## config.mk

```make
export PLATFORM = sky130hd
export DESIGN_NAME = clk_div_cfg_ctrl
export DESIGN_NICKNAME = d
export VERILOG_FILES = /design/src/rtl/clk_div_pkg.sv /design/src/rtl/clk_div_seq_cnt.sv /design/src/rtl/clk_div_cfg_ctrl.sv
export SDC_FILE = /design/constraint.sdc
export NUM_CORES = 1
export LEC_CHECK = 0
export BUFFER_PORTS_ARGS = -buffer_cell sky130_fd_sc_hd__buf_2
export CAP_MARGIN = 30
export CORE_UTILIZATION = 45
export CTS_CLUSTER_DIAMETER = 30
export DETAILED_ROUTE_END_ITERATION = 8
export GPL_ROUTABILITY_DRIVEN = 0
export PLACE_DENSITY = 0.65
export SKIP_CTS_REPAIR_TIMING = 1
export SLEW_MARGIN = 20
export SYNTH_ARGS = -nofsm -noshare
export SYNTH_HDL_FRONTEND = slang
export SYNTH_HIERARCHICAL = 1
export SYNTH_SLANG_ARGS = --single-unit
```

## constraint.sdc

```tcl
create_clock -name i_ref_clk -period 7.3 [get_ports i_ref_clk]
set_input_delay 0.365 -clock i_ref_clk [delete_from_list [all_inputs] [get_ports i_ref_clk]]
set_output_delay 0.365 -clock i_ref_clk [all_outputs]
set_load 0.005 [all_outputs]
```

## src/rtl/clk_div_pkg.sv

```systemverilog
// Shared types and defaults for the clock-divider configuration sequencer.
// Holds the FSM state encoding, default parameters and the lock multiplier.
package clk_div_pkg;

    localparam int RATIO_W_DEF     = 8;
    localparam int RESET_RATIO_DEF = 1;
    localparam int SETTLE_CYC_DEF  = 2;

    // Lock window is this many divider ratios of ref-clock cycles.
    localparam int LOCK_MULT = 2;

    typedef enum logic [2:0] {
        ST_IDLE,
        ST_GATE,
        ST_SETTLE,
        ST_LOAD,
        ST_LOCK
    } state_t;

endpackage

```

## src/rtl/clk_div_seq_cnt.sv

```systemverilog
// Loadable down-counter with zero flag, shared by the settle and lock waits.
// Ports: clk, rst_n, load/load_val, dec -> cnt, zero.
module clk_div_seq_cnt #(
    parameter int W = 9
) (
    input  logic         clk,
    input  logic         rst_n,
    input  logic         load,
    input  logic [W-1:0] load_val,
    input  logic         dec,
    output logic [W-1:0] cnt,
    output logic         zero
);

    always_ff @(posedge clk or negedge rst_n) begin
        if (!rst_n) begin
            cnt <= '0;
        end else if (load) begin
            cnt <= load_val;
        end else if (dec && (cnt != '0)) begin
            cnt <= cnt - W'(1);
        end
    end

    assign zero = (cnt == '0);

endmodule

```

## src/rtl/clk_div_cfg_ctrl.sv

```systemverilog
// Glitch-safe ratio/enable update sequencer for the integer clock divider:
// gate, settle, load, re-enable, lock. Request in via valid/ready; drives the
// divider ratio and enable; reports busy, locked, done and err pulses.
module clk_div_cfg_ctrl
    import clk_div_pkg::*;
#(
    parameter int RATIO_W     = RATIO_W_DEF,
    parameter int RESET_RATIO = RESET_RATIO_DEF,
    parameter int SETTLE_CYC  = SETTLE_CYC_DEF
) (
    input  logic               i_ref_clk,
    input  logic               i_rst_n,
    input  logic               i_req_valid,
    input  logic [RATIO_W-1:0] i_req_ratio,
    input  logic               i_req_en,
    output logic               o_req_ready,
    output logic [RATIO_W-1:0] o_div_ratio,
    output logic               o_clk_en,
    output logic               o_busy,
    output logic               o_locked,
    output logic               o_done,
    output logic               o_err
);

    localparam int CW = RATIO_W + 1;

    state_t             state, state_d;
    logic [RATIO_W-1:0] pend_ratio, pend_ratio_d;
    logic               pend_en, pend_en_d;
    logic [RATIO_W-1:0] ratio_d;
    logic               en_d;
    logic               locked_d;
    logic               done_d;
    logic               err_pend, err_pend_d;

    logic               cnt_load;
    logic [CW-1:0]      cnt_val;
    logic               cnt_dec;
    logic [CW-1:0]      cnt;
    logic               cnt_zero;

    logic [CW-1:0]      lock_val;

    // 2*ratio-1 in RATIO_W+1 bits: no overflow even at the maximum ratio.
    assign lock_val = CW'(LOCK_MULT) * {1'b0, pend_ratio} - CW'(1);

    clk_div_seq_cnt #(
        .W (CW)
    ) u_cnt (
        .clk      (i_ref_clk),
        .rst_n    (i_rst_n),
        .load     (cnt_load),
        .load_val (cnt_val),
        .dec      (cnt_dec),
        .cnt      (cnt),
        .zero     (cnt_zero)
    );

    assign o_req_ready = (state == ST_IDLE);
    assign o_busy      = (state != ST_IDLE);

    always_ff @(posedge i_ref_clk or negedge i_rst_n) begin
        if (!i_rst_n) begin
            state       <= ST_IDLE;
            pend_ratio  <= '0;
            pend_en     <= 1'b0;
            o_div_ratio <= RATIO_W'(RESET_RATIO);
            o_clk_en    <= 1'b0;
            o_locked    <= 1'b0;
            o_done      <= 1'b0;
            err_pend    <= 1'b0;
            o_err       <= 1'b0;
        end else begin
            state       <= state_d;
            pend_ratio  <= pend_ratio_d;
            pend_en     <= pend_en_d;
            o_div_ratio <= ratio_d;
            o_clk_en    <= en_d;
            o_locked    <= locked_d;
            o_done      <= done_d;
            err_pend    <= err_pend_d;
            // Reject is reported one edge after the accept edge.
            o_err       <= err_pend;
        end
    end

    always_comb begin
        state_d      = state;
        pend_ratio_d = pend_ratio;
        pend_en_d    = pend_en;
        ratio_d      = o_div_ratio;
        en_d         = o_clk_en;
        locked_d     = o_locked;
        done_d       = 1'b0;
        err_pend_d   = 1'b0;
        cnt_load     = 1'b0;
        cnt_val      = '0;
        cnt_dec      = 1'b0;

        unique case (state)
            ST_IDLE: begin
                if (i_req_valid) begin
                    if (i_req_ratio == '0) begin
                        err_pend_d = 1'b1;
                    end else begin
                        pend_ratio_d = i_req_ratio;
                        pend_en_d    = i_req_en;
                        state_d      = ST_GATE;
                    end
                end
            end
            ST_GATE: begin
                en_d     = 1'b0;
                locked_d = 1'b0;
                cnt_load = 1'b1;
                cnt_val  = CW'(SETTLE_CYC - 1);
                state_d  = ST_SETTLE;
            end
            ST_SETTLE: begin
                if (cnt_zero) begin
                    state_d = ST_LOAD;
                end else begin
                    cnt_dec = 1'b1;
                end
            end
            ST_LOAD: begin
                // Divider is gated here, so the ratio can change safely.
                ratio_d = pend_ratio;
                en_d    = pend_en;
                if (pend_en) begin
                    cnt_load = 1'b1;
                    cnt_val  = lock_val;
                    state_d  = ST_LOCK;
                end else begin
                    done_d  = 1'b1;
                    state_d = ST_IDLE;
                end
            end
            ST_LOCK: begin
                if (cnt_zero) begin
                    locked_d = 1'b1;
                    done_d   = 1'b1;
                    state_d  = ST_IDLE;
                end else begin
                    cnt_dec = 1'b1;
                end
            end
            default: begin
                state_d = ST_IDLE;
            end
        endcase
    end

endmodule
```

==> flow_metrics.env <==
export IMPL_status="complete, no violations"
export IMPL_drc=0
export IMPL_power_mw=0.969
export IMPL_yosysTopAreaCellShare=0.446
export IMPL_cts_max_level=2
export IMPL_drt_first_pass_iters=4
export IMPL_power_density_nw_per_um2=465
export IMPL_syn_avg_cell_area_um2=9.79
export IMPL_grt_max_degree=35
export IMPL_io_pins=26
export IMPL_antenna_cells=0
export IMPL_antenna_found_initial=0
export IMPL_hold_path_class="in2async"
export IMPL_cts_tree="yes"
export IMPL_port_buffers=25
export IMPL_synth_ff_type="dfrtp_1"
export IMPL_rsz0062_at_grt="false"
export IMPL_fp_dieW_um=66.1
export IMPL_netlist_area_um2=1850
export IMPL_final_net_count=226
export IMPL_fmax_ghz=0.352
export IMPL_grt_pass1_vias=1510
export IMPL_tns_ns=0
export IMPL_fin_cells=261
export IMPL_arrival_ns=3.04
export IMPL_dpl_cell_area_um2=1990
export IMPL_critPathCaptureType="flip-flop"
export IMPL_wl_per_cell_um=15.1
export IMPL_period_needed_ns=2.84
export IMPL_ys_seq_elements=34
export IMPL_syn_nets=203
export IMPL_finish_instance_area_um2=2080
export IMPL_setup_violations=0
export IMPL_synth_top_area_cell="dfrtp_1"
export IMPL_cp_max_fo=10
export IMPL_numClockSinks=34
export IMPL_clkTransAtPathRegs_ns=0.07
export IMPL_fill_cells=338
export IMPL_ant_nets=0
export IMPL_drt_iter0_markers=69
export IMPL_drv_cap=0
export IMPL_core_um2=3800
export IMPL_seq_area_frac_synth=0.460
export IMPL_synth_edff_count=0
export IMPL_area_growth_pct=12.5
export IMPL_via_per_inst=5.74
export IMPL_synth_area_leaders="dfrtp_1 (45%), nand2_1 (5.1%), mux2_4 (4.1%), o21ai_0 (3.2%), inv_1 (3.2%)"
export IMPL_synth_warnings=6
export IMPL_reg2reg_depth=9
export IMPL_synth_distinct_cells=47
export IMPL_syn_instance_count=189
export IMPL_drive_above_1_share=0.230
export IMPL_vias=1497
export IMPL_die_area_um2=4370
export IMPL_dp_cells=253
export IMPL_clock_skew_final_ns=0.00644
export IMPL_ir_drop_uv=241
export IMPL_cts_buffers=5
export IMPL_cp_data_required_time_ns=7.50
export IMPL_timing_final_crit_share=0.389
export IMPL_slew_headroom=0.490
export IMPL_p_leak_nw=0.959
export IMPL_cp_start_kind="flip-flop"
export IMPL_clock_latency_ns=0.28
export IMPL_synthArstFlopShare=1.00
export IMPL_start_util=0.487
export IMPL_gr_total_overflow=0
export IMPL_clockBufferDepth=2
export IMPL_dieHeight_um=66.1
export IMPL_worst_pin_slew_ns=0.765
export IMPL_hold_viol=0
export IMPL_report_final_slew_viol_count=0
export IMPL_grt_pass1_wl_mm=6.89
export IMPL_grt_util_all_layers=0.209
export IMPL_drt_wl_total_mm=3.95
export IMPL_dp_hpwl_mm=2.87
export IMPL_cts_root_buffer="clkbuf_8"
export IMPL_crit_type="reg2reg"
export IMPL_num_rows=22
[final cells by class]
type,count,area [um^2],area share
Sequential cell,34,852,0.409
Clock inverter,1,5.00,0.00240
Clock buffer,7,86.3,0.0415
Tap cell,48,60.1,0.0288
Timing Repair Buffer,26,133,0.0637
Multi-Input combinational cell,129,886,0.425
Inverter,16,60.1,0.0288
[layout by cell type, fill, tap and decap left out, types with 3 or more instances in the layout]
| cell | synthesis | routed |
|---|---|---|
| clkbuf_8 | 0 | 6 |
| dfrtp_1 | 33 | 33 |
| nor2_1 | 16 | 16 |
| xnor2_1 | 5 | 5 |
| mux2_2 | 4 | 4 |
| nand2_1 | 25 | 25 |
| nand3_1 | 3 | 3 |
| mux2_4 | 5 | 5 |
| inv_1 | 16 | 16 |
| o21ai_0 | 12 | 12 |
| buf_2 | 5 | 25 |
| or3_1 | 5 | 5 |
| o2111ai_1 | 4 | 4 |
| a21oi_1 | 4 | 4 |
| o211ai_1 | 6 | 6 |
[synth_stat cells (all sizes together), types with 4 or more instances]
cell type and count:
dfrtp 33, nand2 25, inv 16, nor2 16, o21ai 13, mux2 9, buf 6, o211ai 6
or3 5, xnor2 5, a21oi 4, clkbuf 4, o2111ai 4
[final timing paths]
check	endpoint	slack, ns	from
min in group i_ref_clk	pend_ratio[1]	0.30	i_req_ratio[1]
max in group asynchronous	o_div_ratio[2]	6.66	i_rst_n
worst min-delay path	o_div_ratio[3]	0.14	i_rst_n
worst max-delay path	u_cnt/cnt[3]	4.46	u_cnt/cnt[0]
worst min register to register	o_err	0.35	err_pend
worst max register to register	u_cnt/cnt[3]	4.46	u_cnt/cnt[0]
[power by group]
part	switching (mW)	internal, mW
clock network	0.0661	0.0761
registers	0.102	0.272
logic	0.244	0.208
[registers in the layout, indices dropped and copies added, names as in the netlist]
register / cells
o_locked: 1
err_pend: 1
u_cnt/cnt: 9
o_err: 1
o_div_ratio: 8
o_done: 1
state: 3
o_clk_en: 1
pend_ratio: 8
pend_en: 1
[critical path, cell delays in order (launching register included)]
cell and delay, ns:
dfrtp_1 0.41, inv_1 0.08, ha_1 0.23, or4b_1 0.35, nor2_1 0.10, or3_1 0.39
inv_1 0.22, or4b_1 0.48, a2111o_1 0.40, o211ai_1 0.09
[routing by layer]
metal / routed length (um) / up-vias / GRT usage
li1: - / 718 / -
met1: 1900 / 732 / 0.262
met2: 1850 / 35 / 0.346
met3: 108 / 12 / 0.0448
met4: 85 / 0 / 0.0904
met5: 0 / - / 0
[cell families (layout without fill, tap and decap cells)]
logic type               Yosys count  in the layout  share of synthesized area
XOR/XNOR                           5              5                     0.0237
AND/OR/NAND/NOR                   71             71                      0.209
AO/OA/AOI/OAI                     42             42                      0.168
adder cells (fa/ha/maj)            2              2                     0.0135
flip-flops                        34             34                      0.460
multiplexers                       9              9                     0.0649
buffers and inverters             26             50                     0.0608
[per-stage QoR]
stage / hold WS (ns) / util / setup slack [ns]
after floorplan: 0.0694 / - / 4.72
after global placement: 0.333 / 0.524 / 4.63
after detailed placement: 0.336 / 0.524 / 4.49
after CTS: 0.179 / 0.548 / 4.46
after global routing: 0.226 / 0.548 / 4.29
final: 0.141 / 0.548 / 4.46
(Power assumes the default switching activity.)
